File: src/rtl/uart_pkg.sv
// uart_pkg: shared FSM state, parity type and data-width bounds for the UART receiver
package uart_pkg;
    typedef enum logic [2:0] {IDLE, DATA, PARITY, STOP1, STOP2, DONE} state_t;
    typedef enum logic {EVEN = 1'b0, ODD = 1'b1} par_type_t;
    localparam int DATA_WIDTH_MIN = 5;
    localparam int DATA_WIDTH_MAX = 9;
    localparam int BIT_CNT_W = 4;
endpackage

File: src/rtl/sat_counter.sv
// sat_counter: saturating up-counter whose synchronous clear beats increment
module sat_counter #(
    parameter int WIDTH = 8
) (
    input  logic             clk,
    input  logic             reset,
    input  logic             clr,
    input  logic             inc,
    output logic [WIDTH-1:0] count
);
    always_ff @(posedge clk or posedge reset)
        if (reset) count <= '0;
        else if (clr) count <= '0;
        else if (inc && count != '1) count <= count + 1'b1;
endmodule

File: src/rtl/uart_rx_frame_check.sv
// uart_rx_frame_check: frames oversampled UART bits, checks parity/stop and counts errors
module uart_rx_frame_check
    import uart_pkg::*;
#(
    parameter int DATA_WIDTH    = 8,
    parameter int ERR_CNT_WIDTH = 8
) (
    input  logic                     clk,
    input  logic                     reset,
    input  logic                     sampled_bit_in,
    input  logic                     sample_valid_in,
    input  logic                     par_en_in,
    input  logic                     par_type_in,
    input  logic                     stop2_in,
    input  logic                     cnt_clr_in,
    output logic [DATA_WIDTH-1:0]    data_out,
    output logic                     data_valid_out,
    output logic                     par_err_out,
    output logic                     stp_err_out,
    output logic [ERR_CNT_WIDTH-1:0] par_err_cnt_out,
    output logic [ERR_CNT_WIDTH-1:0] stp_err_cnt_out,
    output logic                     busy_out
);
    if (DATA_WIDTH < DATA_WIDTH_MIN || DATA_WIDTH > DATA_WIDTH_MAX)
        $error("DATA_WIDTH out of range");

    localparam logic [BIT_CNT_W-1:0] LAST = BIT_CNT_W'(DATA_WIDTH - 1);

    state_t                  state, next_state;
    logic [BIT_CNT_W-1:0]    bit_cnt;
    logic [DATA_WIDTH-1:0]   shreg;
    logic                    perr, serr, par_en_q, stop2_q, pend_v, pend_b;
    par_type_t               par_type_q;
    logic                    stb, bit_v, start;

    // a strobe landing in DONE is replayed into IDLE on the following cycle
    assign stb   = sample_valid_in | pend_v;
    assign bit_v = pend_v ? pend_b : sampled_bit_in;
    assign start = state == IDLE && stb && !bit_v;

    always_ff @(posedge clk or posedge reset)
        if (reset) state <= IDLE;
        else state <= next_state;

    always_comb begin
        next_state = state;
        case (state)
            IDLE:    next_state = start ? DATA : IDLE;
            DATA:    if (stb && bit_cnt == LAST) next_state = par_en_q ? PARITY : STOP1;
            PARITY:  next_state = stb ? STOP1 : PARITY;
            STOP1:   if (stb) next_state = stop2_q ? STOP2 : DONE;
            STOP2:   next_state = stb ? DONE : STOP2;
            default: next_state = IDLE;
        endcase
    end

    always_comb begin
        busy_out       = state != IDLE;
        data_valid_out = state == DONE && !perr && !serr;
        par_err_out    = state == DONE && perr;
        stp_err_out    = state == DONE && serr;
    end

    always_ff @(posedge clk or posedge reset)
        if (reset) begin
            bit_cnt    <= '0;
            shreg      <= '0;
            perr       <= 1'b0;
            serr       <= 1'b0;
            par_en_q   <= 1'b0;
            par_type_q <= EVEN;
            stop2_q    <= 1'b0;
            pend_v     <= 1'b0;
            pend_b     <= 1'b0;
            data_out   <= '0;
        end else begin
            pend_v <= state == DONE && sample_valid_in;
            pend_b <= sampled_bit_in;
            if (start) begin
                bit_cnt    <= '0;
                perr       <= 1'b0;
                serr       <= 1'b0;
                par_en_q   <= par_en_in;
                par_type_q <= par_type_t'(par_type_in);
                stop2_q    <= stop2_in;
            end
            if (state == DATA && stb) begin
                shreg   <= {bit_v, shreg[DATA_WIDTH-1:1]};
                bit_cnt <= bit_cnt + 1'b1;
            end
            if (state == PARITY && stb) perr <= (^shreg ^ bit_v) != (par_type_q == ODD);
            if ((state == STOP1 || state == STOP2) && stb && !bit_v) serr <= 1'b1;
            if (next_state == DONE) data_out <= shreg;
        end

    sat_counter #(.WIDTH(ERR_CNT_WIDTH)) u_par_cnt (
        .clk(clk), .reset(reset), .clr(cnt_clr_in), .inc(par_err_out), .count(par_err_cnt_out)
    );

    sat_counter #(.WIDTH(ERR_CNT_WIDTH)) u_stp_cnt (
        .clk(clk), .reset(reset), .clr(cnt_clr_in), .inc(stp_err_out), .count(stp_err_cnt_out)
    );
endmodule

File: config.mk
export PLATFORM = sky130hd
export DESIGN_NAME = uart_rx_frame_check
export DESIGN_NICKNAME = d
export VERILOG_FILES = /design/src/rtl/uart_pkg.sv /design/src/rtl/sat_counter.sv /design/src/rtl/uart_rx_frame_check.sv
export SDC_FILE = /design/constraint.sdc
export NUM_CORES = 1
export LEC_CHECK = 0
export CORE_AREA = 4 4 71 73
export DETAILED_ROUTE_END_ITERATION = 7
export DIE_AREA = 0 0 75 77
export GPL_ROUTABILITY_DRIVEN = 1
export PLACE_DENSITY = 0.79
export SLEW_MARGIN = 40
export SYNTH_ARGS = -nofsm -noshare
export SYNTH_HDL_FRONTEND = slang
export SYNTH_SLANG_ARGS = --single-unit
File: constraint.sdc
create_clock -name clk -period 3.3 [get_ports clk]
set_clock_uncertainty 0.1 [all_clocks]
set_input_delay 0.495 -clock clk [delete_from_list [all_inputs] [get_ports clk]]
set_output_delay 0.495 -clock clk [all_outputs]
set_load 0.01 [all_outputs]
Yosys cells after proc, flatten, opt, wreduce, memory -nomap -nowiden
Index checks and enable logic that the tools add are counted.
{"block": "totals", "in_bits": 8, "reg_bits": 46}
{"block": "op_classes", "eq_ne": 10, "n_mux": 18, "addsub": 3, "n_bitwise": 2, "reduce_logical": 26}
{"operator": "8-bit two-way mux", "count": 4}
{"operator": "8-bit by 1-bit adder with 8-bit output, second input constant", "count": 2}
{"operator": "8-bit inequality test, second input constant", "count": 2}
{"operator": "3-bit case mux with 5 select lines", "count": 1}
{"operator": "1-bit logical AND", "count": 14}
{"operator": "2-bit nonzero test", "count": 5}
{"operator": "3-bit equality test, second input constant", "count": 3}
{"operator": "1-bit two-way mux", "count": 9}
{"operator": "4-bit two-way mux", "count": 2}
{"operator": "8-bit parity", "count": 1}
{"operator": "3-bit by 2-bit equality test with 1-bit output, second input constant", "count": 2}
{"operator": "3-bit two-way mux", "count": 2}
{"operator": "4-bit by 1-bit adder with 4-bit output, second input constant", "count": 1}
{"operator": "4-bit by 3-bit equality test with 1-bit output, second input constant", "count": 1}
{"operator": "3-bit by 1-bit equality test with 1-bit output, second input constant", "count": 1}
{"operator": "1-bit zero test", "count": 3}
{"operator": "3-bit zero test", "count": 1}
{"operator": "3-bit nonzero test", "count": 1}
{"operator": "1-bit logical OR", "count": 1}
{"operator": "1-bit inequality test", "count": 1}
{"operator": "1-bit OR", "count": 1}
{"operator": "1-bit XOR", "count": 1}

Longest topological paths before layout
Gate-level depths: netlist (run 1).
{"block": "depth", "word_depth": 6, "ltp_mapped": 7, "depth_no_buf": 5}

Cells and area by module
Synthesis (run 1) repeated with hierarchy kept, for this count alone.
{"block": "unflattened", "hier_cells": 234, "hier_area_um2": 2483.6}
{"mod": "uart_rx_frame_check", "n_inst": 1, "area_per_inst_um2": 1475.2, "cells_each": 136}
{"mod": "sat_counter", "n_inst": 2, "area_per_inst_um2": 504.2, "cells_each": 49}

Worst setup path before layout (run 1)
No wires, ideal clock.
{"block": "synth_timing", "path_type": "flip-flop to output port", "startpoint": "register state[0]", "endpoint": "output port data_valid_out", "arrival_ns": 1.137, "path_stages_with_launch": 4, "slack_ns": 1.568, "n_path_buf": 2, "cell_sequence": "dfrtp_1 -> buf_4 -> clkbuf_1 -> nor4b_1"}
{"block": "synth_between", "elab_chain_cells": 3}
{"item": "start, declared", "line": "uart_rx_frame_check.sv:29", "rtl": "state_t state, next_state;"}
{"item": "start signal, assigned", "line": "uart_rx_frame_check.sv:43", "rtl": "else state <= next_state;"}
{"item": "3-bit equality test", "line": "uart_rx_frame_check.sv:59", "rtl": "data_valid_out = state == DONE && !perr && !serr;"}
{"item": "1-bit logical AND (2 in series)", "line": "uart_rx_frame_check.sv:59"}
{"item": "end, declared", "line": "uart_rx_frame_check.sv:17", "rtl": "output logic data_valid_out,"}
No other way between the ends.

Worst setup path after layout (run 1)
{"block": "layout_timing", "startpoint": "register state[1]", "endpoint": "output port data_valid_out"}
The elaborated chain is that of the path after synthesis.

==> summary.md, run 1 <==
| Metric | Value |
|---|---|
| Reported net switching power | 0.564 mW |
| Footprint of the multi-input gates | 0.00110 mm2 |
| Floorplan core area | 0.00435 mm2 |
| Worst Hold Margin | 0.397 ns |
| Overflow left after global routing | 0 |
| Floorplan row count | 24 |
| Pwr/cell area | 654 mW/mm2 |
| Layout Cell Area excl Fill | 0.00279 mm2 |
| Yosys synthesis warning count | 0 |
| FF+latch area | 0.00115 mm2 |
| CP max FO | 17 |
| Final weighted congestion in routability-driven placement | 0.784 |
| Number of enable flip-flop cells after synthesis | 0 |
| Hold WC Path Type | primary input to asynchronous set/reset pin |
| Cells after synthesis | 205 |
| Fraction of the cycle the final worst path needs | 80.2% |
| Initial detailed-routing violation count | 101 |
| Data required time of the worst path | 2.70 ns |
| Syn Area/Cell | 11.5 um2 |
| Pre-Repair DR Iteration Count | 4 |
| Aggregate negative setup slack | 0 ns |
| Max cap viols | 0 |
| RSZ-0062 raised after global routing | false |
| Yosys cell types | 46 |
| Number of inserted diodes | 0 |
| Clk Latency, worst-skew pair | 0.29 ns |
| Initial standard-cell utilization of the core | 54.0% |
| Global-route usage over all layers | 15.8% |
| Antenna viol nets, final | 0 |
| Sequential share of the synthesized area | 49.0% |
| Cell taking the most area after synthesis | sky130_fd_sc_hd__dfrtp_1 |
| Residual DRC count | 0 |
| WL per Instance | 14.5 um |
| Final count of hold timing violations | 0 |
| Post-Route WL | 4220 um |
| Setup Slack @ Placement | 0.751 ns |
| #FFs+latches synth | 46 |
| Placed wire-length estimate | 3040 um |
| Maximum number of pins on one net before global-route repair | 31 |
| Worst setup EP type | primary output |
| DIE WIDTH | 75 um |
| CTS Buf Count | 5 |
| Net count after synthesis | 216 |
| Clk pin slew, worst setup/hold paths | 0.09 ns |
| Share of power burned in combinational logic | 34.0% |
| Nets | 249 |
| Clock share of power | 19.3% |
| Worst-case vdd ir drop | 0.520 mV |
| Port Buffer Count | 35 |
| CTS hold repair buffers | 0 |
| CTS tree | yes |
| Type of the setup path with the least slack | flip-flop to primary output |
| Sinks on Clock Net | 46 |
| Async S/R FF share, synth | 100% |
| Final Max Slew Viols | 0 |
| Post-Place Cells | 283 |
| Signed area change from the synthesized netlist to the final layout | 18.8% |
| Overall die height | 77 um |
| Wire length of the first global-routing pass | 7330 um |
| Smallest setup slack after layout | 0.655 ns |
| Via Count | 1,717 |
| Vias in the first global route | 1,592 |
| Run status | finished clean |
| Number of antenna violations at the first check in global routing | 0 |
| Critical path startpoint category | flip-flop |
| Post_cts resized | 0 |
| Worst slew margin relative to its limit | 55.6% |
| Library cell with the highest instance count after synthesis | sky130_fd_sc_hd__dfrtp_1 |
| Top cell type's share of synthesized area | 49.0% |
| Total die area | 0.00578 mm2 |
| Most instantiated cells after synthesis | sky130_fd_sc_hd__dfrtp_1 (46), sky130_fd_sc_hd__mux2_2 (14), sky130_fd_sc_hd__nor2_1 (11) |
| CP Data Arrival Time | 2.05 ns |
| Sw Ratio | 30.9% |
| Final-report setup violation count | 0 |
| Worst slew pin tran | 0.666 ns |
| Cell area reported after detailed placement | 0.00270 mm2 |
| Minimum clock period after layout | 2.65 ns |
| Final std cells w/o fill | 291 |
| Cell leakage power | 1.17 nW |
| Fmax | 378 MHz |
| Top_reg_cell synth | sky130_fd_sc_hd__dfrtp_1 |
| Cell area after technology mapping | 0.00235 mm2 |
| Top cells by area, synth | sky130_fd_sc_hd__dfrtp_1 (49%), sky130_fd_sc_hd__mux2_2 (6.7%), sky130_fd_sc_hd__xnor2_1 (2.6%) |
| Top-level I/O count | 36 |
| # fillers | 348 |
| Postcts setup bufs | 0 |
| Root Buffer Master | sky130_fd_sc_hd__clkbuf_8 |
| Post-DR vias/cell | 5.90 |
| Cell internal pwr | 1.26 mW |
| H-tree level count | 2 |
| Clock Tree Buf Depth | 2 |
| Sequential cell fraction of total power | 46.7% |
| Share of cells above drive strength 1 | 15.1% |
-- cell families after synthesis --
kind of cell               synth area share [%]
AOI/OAI and AO/OA                          13.7
muxes                                      10.2
and+or+nand+nor                            15.7
adders and majority gates                  1.60
DFF                                        49.0
buffers and inverters                      3.99
xor gates and xnor gates                   5.80
-- state kept, by name, indices dropped and copies added, names as in the netlist --
name	count
state	3
bit_cnt	4
u_stp_cnt.count	8
stop2_q	1
perr	1
par_type_q	1
serr	1
par_en_q	1
u_par_cnt.count	8
pend_v	1
pend_b	1
data_out	8
shreg	8
-- worst paths after layout --
check,from,end,slack [ns],depth (start not counted)
setup / recovery,state[1]$_DFF_PP0_,data_valid_out,0.65,3
hold / removal,reset,u_par_cnt.count[4]$_DFFE_PP0P_,0.40,2
setup reg to reg,state[0]$_DFF_PP0_,bit_cnt[3]$_DFFE_PP0P_,1.17,4
hold reg to reg,par_en_q$_DFFE_PP0P_,par_en_q$_DFFE_PP0P_,0.40,1
max in group asynchronous,reset,bit_cnt[2]$_DFFE_PP0P_,1.99,3
min in group clk,par_en_q$_DFFE_PP0P_,par_en_q$_DFFE_PP0P_,0.40,1
-- layout make-up --
type | count | area share [%]
Multi-Input combinational cell | 144 | 39.6
Tap cell | 52 | 2.33
Clock buffer | 6 | 2.96
Sequential cell | 46 | 41.2
Timing Repair Buffer | 36 | 12.8
Inverter | 5 | 0.672
Clock inverter | 2 | 0.448
-- power groups by stage --
stage	Combinational (mW)	Clock (mW)	Sequential, mW
after floorplan	0.504	0	0.826
after global placement	0.615	0	0.860
after detailed placement	0.632	0	0.864
after CTS	0.633	0.367	0.855
after global routing	0.685	0.390	0.880
final	0.620	0.352	0.854
-- routing by layer --
metal  GRT usage [%]  routed length, um  vias up
met5               0                  0        -
met4            5.34                 57        0
met3            3.40                217        8
met2            24.5               1980       47
met1            21.8               1970      834
li1                -                  -      828
-- layout by cell type, fill, tap and decap left out, drive strengths merged, types with 3 or more instances in the layout --
| master | n |
|---|---|
| o211ai | 5 |
| nand3 | 9 |
| nand2 | 7 |
| clkdlybuf4s50 | 35 |
| o21ba | 3 |
| nor3b | 3 |
| xor2 | 6 |
| and3 | 3 |
| clkbuf | 6 |
| nor2 | 12 |
| inv | 4 |
| or4 | 4 |
| a21oi | 7 |
| mux2i | 3 |
| nor3 | 7 |
| ha | 3 |
| o31ai | 6 |
| xnor2 | 7 |
| nand2b | 3 |
| or3 | 5 |
| and4b | 3 |
| dfrtp | 46 |
| mux2 | 18 |
| o21ai | 13 |
-- metrics by stage --
step / power, mW / utilization [%]
2_1_floorplan: 1.33 / -
3_3_place_gp: 1.48 / 62.0
3_5_place_dp: 1.50 / 62.0
4_1_cts: 1.85 / 64.1
5_1_grt: 1.96 / 64.1
6_report: 1.83 / 64.1
-- worst max-delay path: stages (launching register included) --
cell and delay [ns]:
sky130_fd_sc_hd__dfrtp_1 0.55, sky130_fd_sc_hd__nand2b_1 0.28, sky130_fd_sc_hd__nor4b_1 0.33, sky130_fd_sc_hd__clkdlybuf4s50_1 0.59
Note: power is estimated with default switching activity, not from simulation.
==> run 2, diff against run 1 <==
- CORE_AREA: 4 4 71 73 -> 4 4 72 74
- DIE_AREA: 0 0 75 77 -> 0 0 76 78
- PLACE_DENSITY: 0.79 -> 0.77
- clock period: 3.3 -> 2.5 ns (I/O delays scaled with it)
==> summary.md, run 2 (synthesis results as in run 1) <==
| Metric | Value |
|---|---|
| Type of the setup path with the least slack | flip-flop to primary output |
| Number of inserted diodes | 0 (unchanged) |
| Post-Route WL | 4200 um (-0.52%) |
| Launch instance of the worst register-to-register path | state[2]$_DFF_PP0_ |
| Fmax | 428 MHz |
| Pwr/cell area | 885 mW/mm2 (+35%) |
| Minimum clock period after layout | 2.34 ns |
| Highest-count cells in the layout ignoring fill and taps | sky130_fd_sc_hd__dfrtp_1 (45), sky130_fd_sc_hd__clkdlybuf4s50_1 (35), sky130_fd_sc_hd__mux2_2 (14) |
| Worst slew pin tran | 0.537 ns (-0.128 ns) |
| Critical Path Start | state[1]$_DFF_PP0_ |
| CTS hold repair buffers | 0 (unchanged) |
| Signed area change from the synthesized netlist to the final layout | 21.6% |
| DIE WIDTH | 76 um (+1.3%) |
| CTS tree | yes |
| R2r endpoint | shreg[0]$_DFFE_PP0P_ |
| Placed wire-length estimate | 3000 um (-1.2%) |
| Top-level I/O count | 36 (unchanged) |
| Met3 capacity usage during global routing | 3.48% (+0.082 points) |
| Share of cells above drive strength 1 | 17.3% (+2.2 points) |
| Wire length of the first global-routing pass | 7180 um (-2.0%) |
| Final count of hold timing violations | 0 (unchanged) |
| Number of antenna violations at the first check in global routing | 0 (unchanged) |
| Run status | finished clean |
| Post-Place Cells | 289 (+2.1%) |
| Sum of internal, switching and leakage power | 2.53 mW (+38%) |
| Total die area | 0.00593 mm2 (+2.6%) |
| RSZ-0062 raised after global routing | false |
| Met1 Use GR | 19.2% (-2.6 points) |
| Overall die height | 78 um (+1.3%) |
| Root Buffer Master | sky130_fd_sc_hd__clkbuf_8 |
| CTS Buf Count | 5 (unchanged) |
| Floorplan core area | 0.00460 mm2 (+5.6%) |
| Register-to-Register Setup Slack | 0.66 ns (-0.51 ns) |
| Worst Hold Margin | 0.235 ns (-0.163 ns) |
| CP max FO | 5 (-12) |
| Critical path startpoint category | flip-flop |
| Fraction of the cycle the final worst path needs | 93.5% |
| Overflow left after global routing | 0 (unchanged) |
| Postcts setup bufs | 0 (unchanged) |
| Global-route usage over all layers | 14.7% (-1.1 points) |
| Clk pin slew, worst setup/hold paths | 0.09 ns (about the same) |
| CP Data Arrival Time | 1.86 ns (-0.19 ns) |
| Residual DRC count | 0 (unchanged) |
| Antenna viol nets, final | 0 (unchanged) |
| Cell leakage power | 1.21 nW (+3.1%) |
| Hold WC Path Type | primary input to asynchronous set/reset pin |
| Final weighted congestion in routability-driven placement | 0.827 (+5.5%) |
| Port Buffer Count | 35 (unchanged) |
| Met2 layer usage reported by global route | 24.1% (-0.42 points) |
| Floorplan row count | 25 (+4.2%) |
| Aggregate negative setup slack | 0 ns (unchanged) |
| Pre-Repair DR Iteration Count | 4 (unchanged) |
| Post-DR vias/cell | 5.75 (-2.5%) |
| Clock Tree Buf Depth | 2 (unchanged) |
| Final std cells w/o fill | 297 (+2.1%) |
| Clk Latency, worst-skew pair | 0.30 ns (about the same) |
| Worst setup EP type | primary output |
| Final-report setup violation count | 0 (unchanged) |
| Max cap viols | 0 (unchanged) |
| # fillers | 383 (+10%) |
| Worst-case vdd ir drop | 0.583 mV (+12%) |
| Grt peak-use layer | met2 |
| Destination of the critical timing path | data_valid_out |
| H-tree level count | 2 (unchanged) |
| Maximum number of pins on one net before global-route repair | 18 (-42%) |
| Nets | 253 (+1.6%) |
| Initial detailed-routing violation count | 66 (-35%) |
| Final Max Slew Viols | 0 (unchanged) |
| Initial standard-cell utilization of the core | 51.1% (-2.9 points) |
| WL per Instance | 14.1 um (-2.5%) |
| Sinks on Clock Net | 46 (unchanged) |
| Worst slew margin relative to its limit | 64.1% (+8.4 points) |
| Data required time of the worst path | 2.03 ns (-0.67 ns) |
| Most frequent standard cell in the layout excluding fill and tap cells | sky130_fd_sc_hd__dfrtp_1 |
| Reg2Reg Depth | 4 (unchanged) |
| Vias in the first global route | 1,611 (+1.2%) |
| Via Count | 1,708 (-0.52%) |
## run 2: cell types whose count changed in the layout (fill, tap and decap cells not counted)
| cell | change |
|---|---|
| sky130_fd_sc_hd__dfrtp_1 | -1 |
| sky130_fd_sc_hd__buf_4 | +3 |
| sky130_fd_sc_hd__bufinv_16 | +1 |
| sky130_fd_sc_hd__clkinv_1 | -1 |
| sky130_fd_sc_hd__inv_2 | +1 |
| sky130_fd_sc_hd__inv_6 | +1 |
| sky130_fd_sc_hd__dfrtp_2 | +1 |
| sky130_fd_sc_hd__clkbuf_8 | -1 |
| sky130_fd_sc_hd__clkinvlp_4 | -1 |
| sky130_fd_sc_hd__buf_12 | +1 |
## run 2: how the worst min path moves through the flow
stage,slack [ns],to,from,depth (start not counted)
after floorplan,0.31,pend_b$_DFF_PP0_,sampled_bit_in,0
after global placement,0.38,par_en_q$_DFFE_PP0P_,par_en_q$_DFFE_PP0P_,1
after detailed placement,0.39,par_en_q$_DFFE_PP0P_,par_en_q$_DFFE_PP0P_,1
after CTS,0.24,bit_cnt[2]$_DFFE_PP0P_,reset,2
after global routing,0.25,bit_cnt[2]$_DFFE_PP0P_,reset,2
final,0.23,bit_cnt[2]$_DFFE_PP0P_,reset,2
## run 2: layer usage
layer / part of all wire (%) / vias up
met5: 0 / -
met4: 1.0 / 0
met3: 4.6 / 4
met2: 47 / 39
met1: 47 / 839
li1: - / 826
## run 2: worst max-delay path, stage by stage (launching register included)
cell,delay (ns)
sky130_fd_sc_hd__dfrtp_1,0.42
sky130_fd_sc_hd__nand2b_1,0.22
sky130_fd_sc_hd__nor4b_1,0.31
sky130_fd_sc_hd__clkdlybuf4s50_1,0.62
## run 2: timing repair
item,CTS,global route
resized for setup,0,1
endpoints found under the hold margin,0,0
setup endpoints to repair,0,1
## run 2: final cells by class
class	instances	area, um2	share of cell area (%)
Clock buffer	5	68.8	2.41
Multi-Input combinational cell	144	1100	38.7
Inverter	5	18.8	0.657
Timing Repair Buffer	40	400	14.0
Clock inverter	3	43.8	1.53
Tap cell	54	67.6	2.37
Sequential cell	46	1150	40.3
## run 2: report_power, final
group          switching (mW)  total (mW)  internal [mW]
clock network           0.254       0.554          0.300
registers               0.175        1.11          0.934
logic                   0.324       0.865          0.541
## run 2: metrics by stage
stage               util (%)  setup slack (ns)  instance area, um2
floorplan                  -             0.837                2350
detailed placement      59.6             0.230                2740
CTS                     62.1            0.0655                2860
global route            62.1            0.0508                2860
global placement        59.6             0.258                2740
finish                  62.1             0.164                2860
==> run 3, diff against run 2 <==
==> constraint.sdc (replaced) <==
create_clock -name clk -period 2.5 [get_ports clk]
set_clock_uncertainty 0.1 [all_clocks]
set_input_delay 0.5 -clock clk [delete_from_list [all_inputs] [get_ports clk]]
set_output_delay 0.5 -clock clk [all_outputs]
set_load 0.01 [all_outputs]
==> summary.md, run 3 (synthesis results as in run 1) <==
| Metric | Value |
|---|---|
| Run status | finished clean |
| Floorplan core area | 0.00460 mm2 (unchanged) |
| Nets | 254 (+0.40%) |
| Critical path startpoint category | flip-flop |
| Via Count | 1,717 (+0.53%) |
| Max cap viols | 0 (unchanged) |
| Final std cells w/o fill | 298 (+0.34%) |
| Hold Path Origin | par_en_q$_DFFE_PP0P_ |
| Wire length of the first global-routing pass | 7380 um (+2.7%) |
| Sequential cell fraction of total power | 43.8% (about the same) |
| Clk pin slew, worst setup/hold paths | 0.08 ns (about the same) |
| Clock share of power | 21.5% (-0.4 points) |
| Total die area | 0.00593 mm2 (unchanged) |
| CTS tree | yes |
| Layout Cell Area excl Fill | 0.00286 mm2 (+0.22%) |
| Fmax | 412 MHz (-3.6%) |
| Reported net switching power | 0.744 mW (-1.2%) |
| Critical Path Start | state[1]$_DFF_PP0_ |
| Placed wire-length estimate | 2960 um (-1.3%) |
| Minimum clock period after layout | 2.42 ns (+0.0880 ns) |
| R2r endpoint | shreg[1]$_DFFE_PP0P_ |
| Data required time of the worst path | 1.90 ns (-0.13 ns) |
| Maximum number of pins on one net before global-route repair | 26 (+8) |
| Top-level I/O count | 36 (unchanged) |
| Final-report setup violation count | 0 (unchanged) |
| Port Buffer Count | 35 (unchanged) |
| RSZ-0062 raised after global routing | false |
| Final count of hold timing violations | 0 (unchanged) |
| Worst setup EP type | primary output |
| Pwr/cell area | 877 mW/mm2 (-0.93%) |
| Worst-case vdd ir drop | 0.636 mV (+9.0%) |
| Cell internal pwr | 1.77 mW (-0.51%) |
| Highest-count cells in the layout ignoring fill and taps | sky130_fd_sc_hd__dfrtp_1 (46), sky130_fd_sc_hd__clkdlybuf4s50_1 (35), sky130_fd_sc_hd__mux2_2 (14) |
| DIE WIDTH | 76 um (unchanged) |
| CP Data Arrival Time | 1.82 ns (-0.04 ns) |
| Post-Route Utilization | 62.3% (+0.14 points) |
| FF+latch area | 0.00115 mm2 (-0.11%) |
| CP max FO | 16 (+11) |
| H-tree level count | 2 (unchanged) |
| Initial detailed-routing violation count | 86 (+30%) |
| Type of the setup path with the least slack | flip-flop to primary output |
| Floorplan row count | 25 (unchanged) |
| Vias in the first global route | 1,642 (+1.9%) |
| Signed area change from the synthesized netlist to the final layout | 21.8% |
| CTS hold repair buffers | 0 (unchanged) |
| Share of cells above drive strength 1 | 16.8% (-0.48 points) |
| Root Buffer Master | sky130_fd_sc_hd__clkbuf_8 |
| Worst slew pin tran | 0.558 ns (+0.0211 ns) |
| CTS Buf Count | 5 (unchanged) |
| Fraction of the cycle the final worst path needs | 97.0% (+3.5 points) |
| Clk Latency, worst-skew pair | 0.30 ns (about the same) |
| Initial standard-cell utilization of the core | 51.1% (unchanged) |
| Register-to-Register Setup Slack | 0.54 ns (-0.12 ns) |
| Cell area reported after detailed placement | 0.00275 mm2 (+0.27%) |
| Reg2Reg Depth | 5 (+1) |
| Most frequent standard cell in the layout excluding fill and tap cells | sky130_fd_sc_hd__dfrtp_1 |
| Post-Route WL | 4210 um (+0.12%) |
| Aggregate negative setup slack | 0 ns (unchanged) |
| Sw Ratio | 29.6% (-0.14 points) |
| Launch instance of the worst register-to-register path | state[0]$_DFF_PP0_ |
| Footprint of the multi-input gates | 0.00111 mm2 (+0.57%) |
| Final Max Slew Viols | 0 (unchanged) |
| Global-route usage over all layers | 14.9% (+0.20 points) |
| Post-Place Cells | 290 (+0.35%) |
| WL per Instance | 14.1 um (-0.22%) |
| Pre-Repair DR Iteration Count | 4 (unchanged) |
| Final weighted congestion in routability-driven placement | 0.840 (+1.6%) |
| Cell leakage power | 1.21 nW (+0.28%) |
| Destination of the critical timing path | par_err_out |
| Antenna viol nets, final | 0 (unchanged) |
| Number of inserted diodes | 0 (unchanged) |
| # fillers | 381 (-0.52%) |
| Post-DR vias/cell | 5.76 (+0.19%) |
| Clock Tree Buf Depth | 2 (unchanged) |
| Worst slew margin relative to its limit | 62.7% (-1.4 points) |
| Residual DRC count | 0 (unchanged) |
| Overall die height | 78 um (unchanged) |
| Number of antenna violations at the first check in global routing | 0 (unchanged) |
| Share of power burned in combinational logic | 34.7% (+0.5 points) |
| Hold WC Path Type | flip-flop to flip-flop |
| Overflow left after global routing | 0 (unchanged) |
| Sinks on Clock Net | 46 (unchanged) |
run 3: final cells by class:
cell class                 instances  area share [%]
sequential                        46            40.2
multi-input combinational        144            38.8
tap                               54            2.36
timing repair buffer              41            14.2
inverter                           5           0.656
clock inverter                     1            1.05
clock buffer                       7            2.67
run 3: stage by stage:
step / power [mW] / setup slack, ns / hold WS [ns]
floorplan: 1.76 / 0.763 / 0.364
global placement: 1.98 / 0.160 / 0.390
detailed placement: 1.99 / 0.138 / 0.393
CTS: 2.54 / 0.0270 / 0.413
global route: 2.68 / 0.0146 / 0.429
finish: 2.51 / 0.0757 / 0.406
run 3: power groups by stage:
stage,Combinational (mW),Clock [mW],Sequential [mW]
6_report,0.870,0.541,1.10
5_1_grt,0.957,0.591,1.13
4_1_cts,0.882,0.559,1.10
3_5_place_dp,0.878,0,1.11
3_3_place_gp,0.868,0,1.11
2_1_floorplan,0.666,0,1.09
run 3: repair_timing:
action,in CTS,in global routing
resized for setup,0,1
endpoints found under the setup margin,0,1
buffers inserted,0,0
run 3: worst min path at each step:
stage / cells after the start / slack [ns] / endpoint
final: 1 / 0.41 / par_en_q$_DFFE_PP0P_
after global routing: 1 / 0.43 / data_out[2]$_DFFE_PP0N_
after CTS: 1 / 0.41 / data_out[2]$_DFFE_PP0N_
after detailed placement: 1 / 0.39 / data_out[7]$_DFFE_PP0N_
after global placement: 1 / 0.39 / data_out[3]$_DFFE_PP0N_
after floorplan: 1 / 0.36 / par_en_q$_DFFE_PP0P_
run 3: worst max-delay path: stages, from the launching register on:
cell and delay (ns):
sky130_fd_sc_hd__dfrtp_1 0.38, sky130_fd_sc_hd__buf_4 0.18, sky130_fd_sc_hd__and4b_1 0.39, sky130_fd_sc_hd__clkdlybuf4s50_1 0.58
run 3: metal layers:
layer  global-route usage, %  wire length (um)  vias up
met5                       0                 0        -
met4                    4.09                42        0
met3                    4.18               238        5
met2                    23.6              1960       40
met1                    20.0              1960      842
li1                        -                 -      830
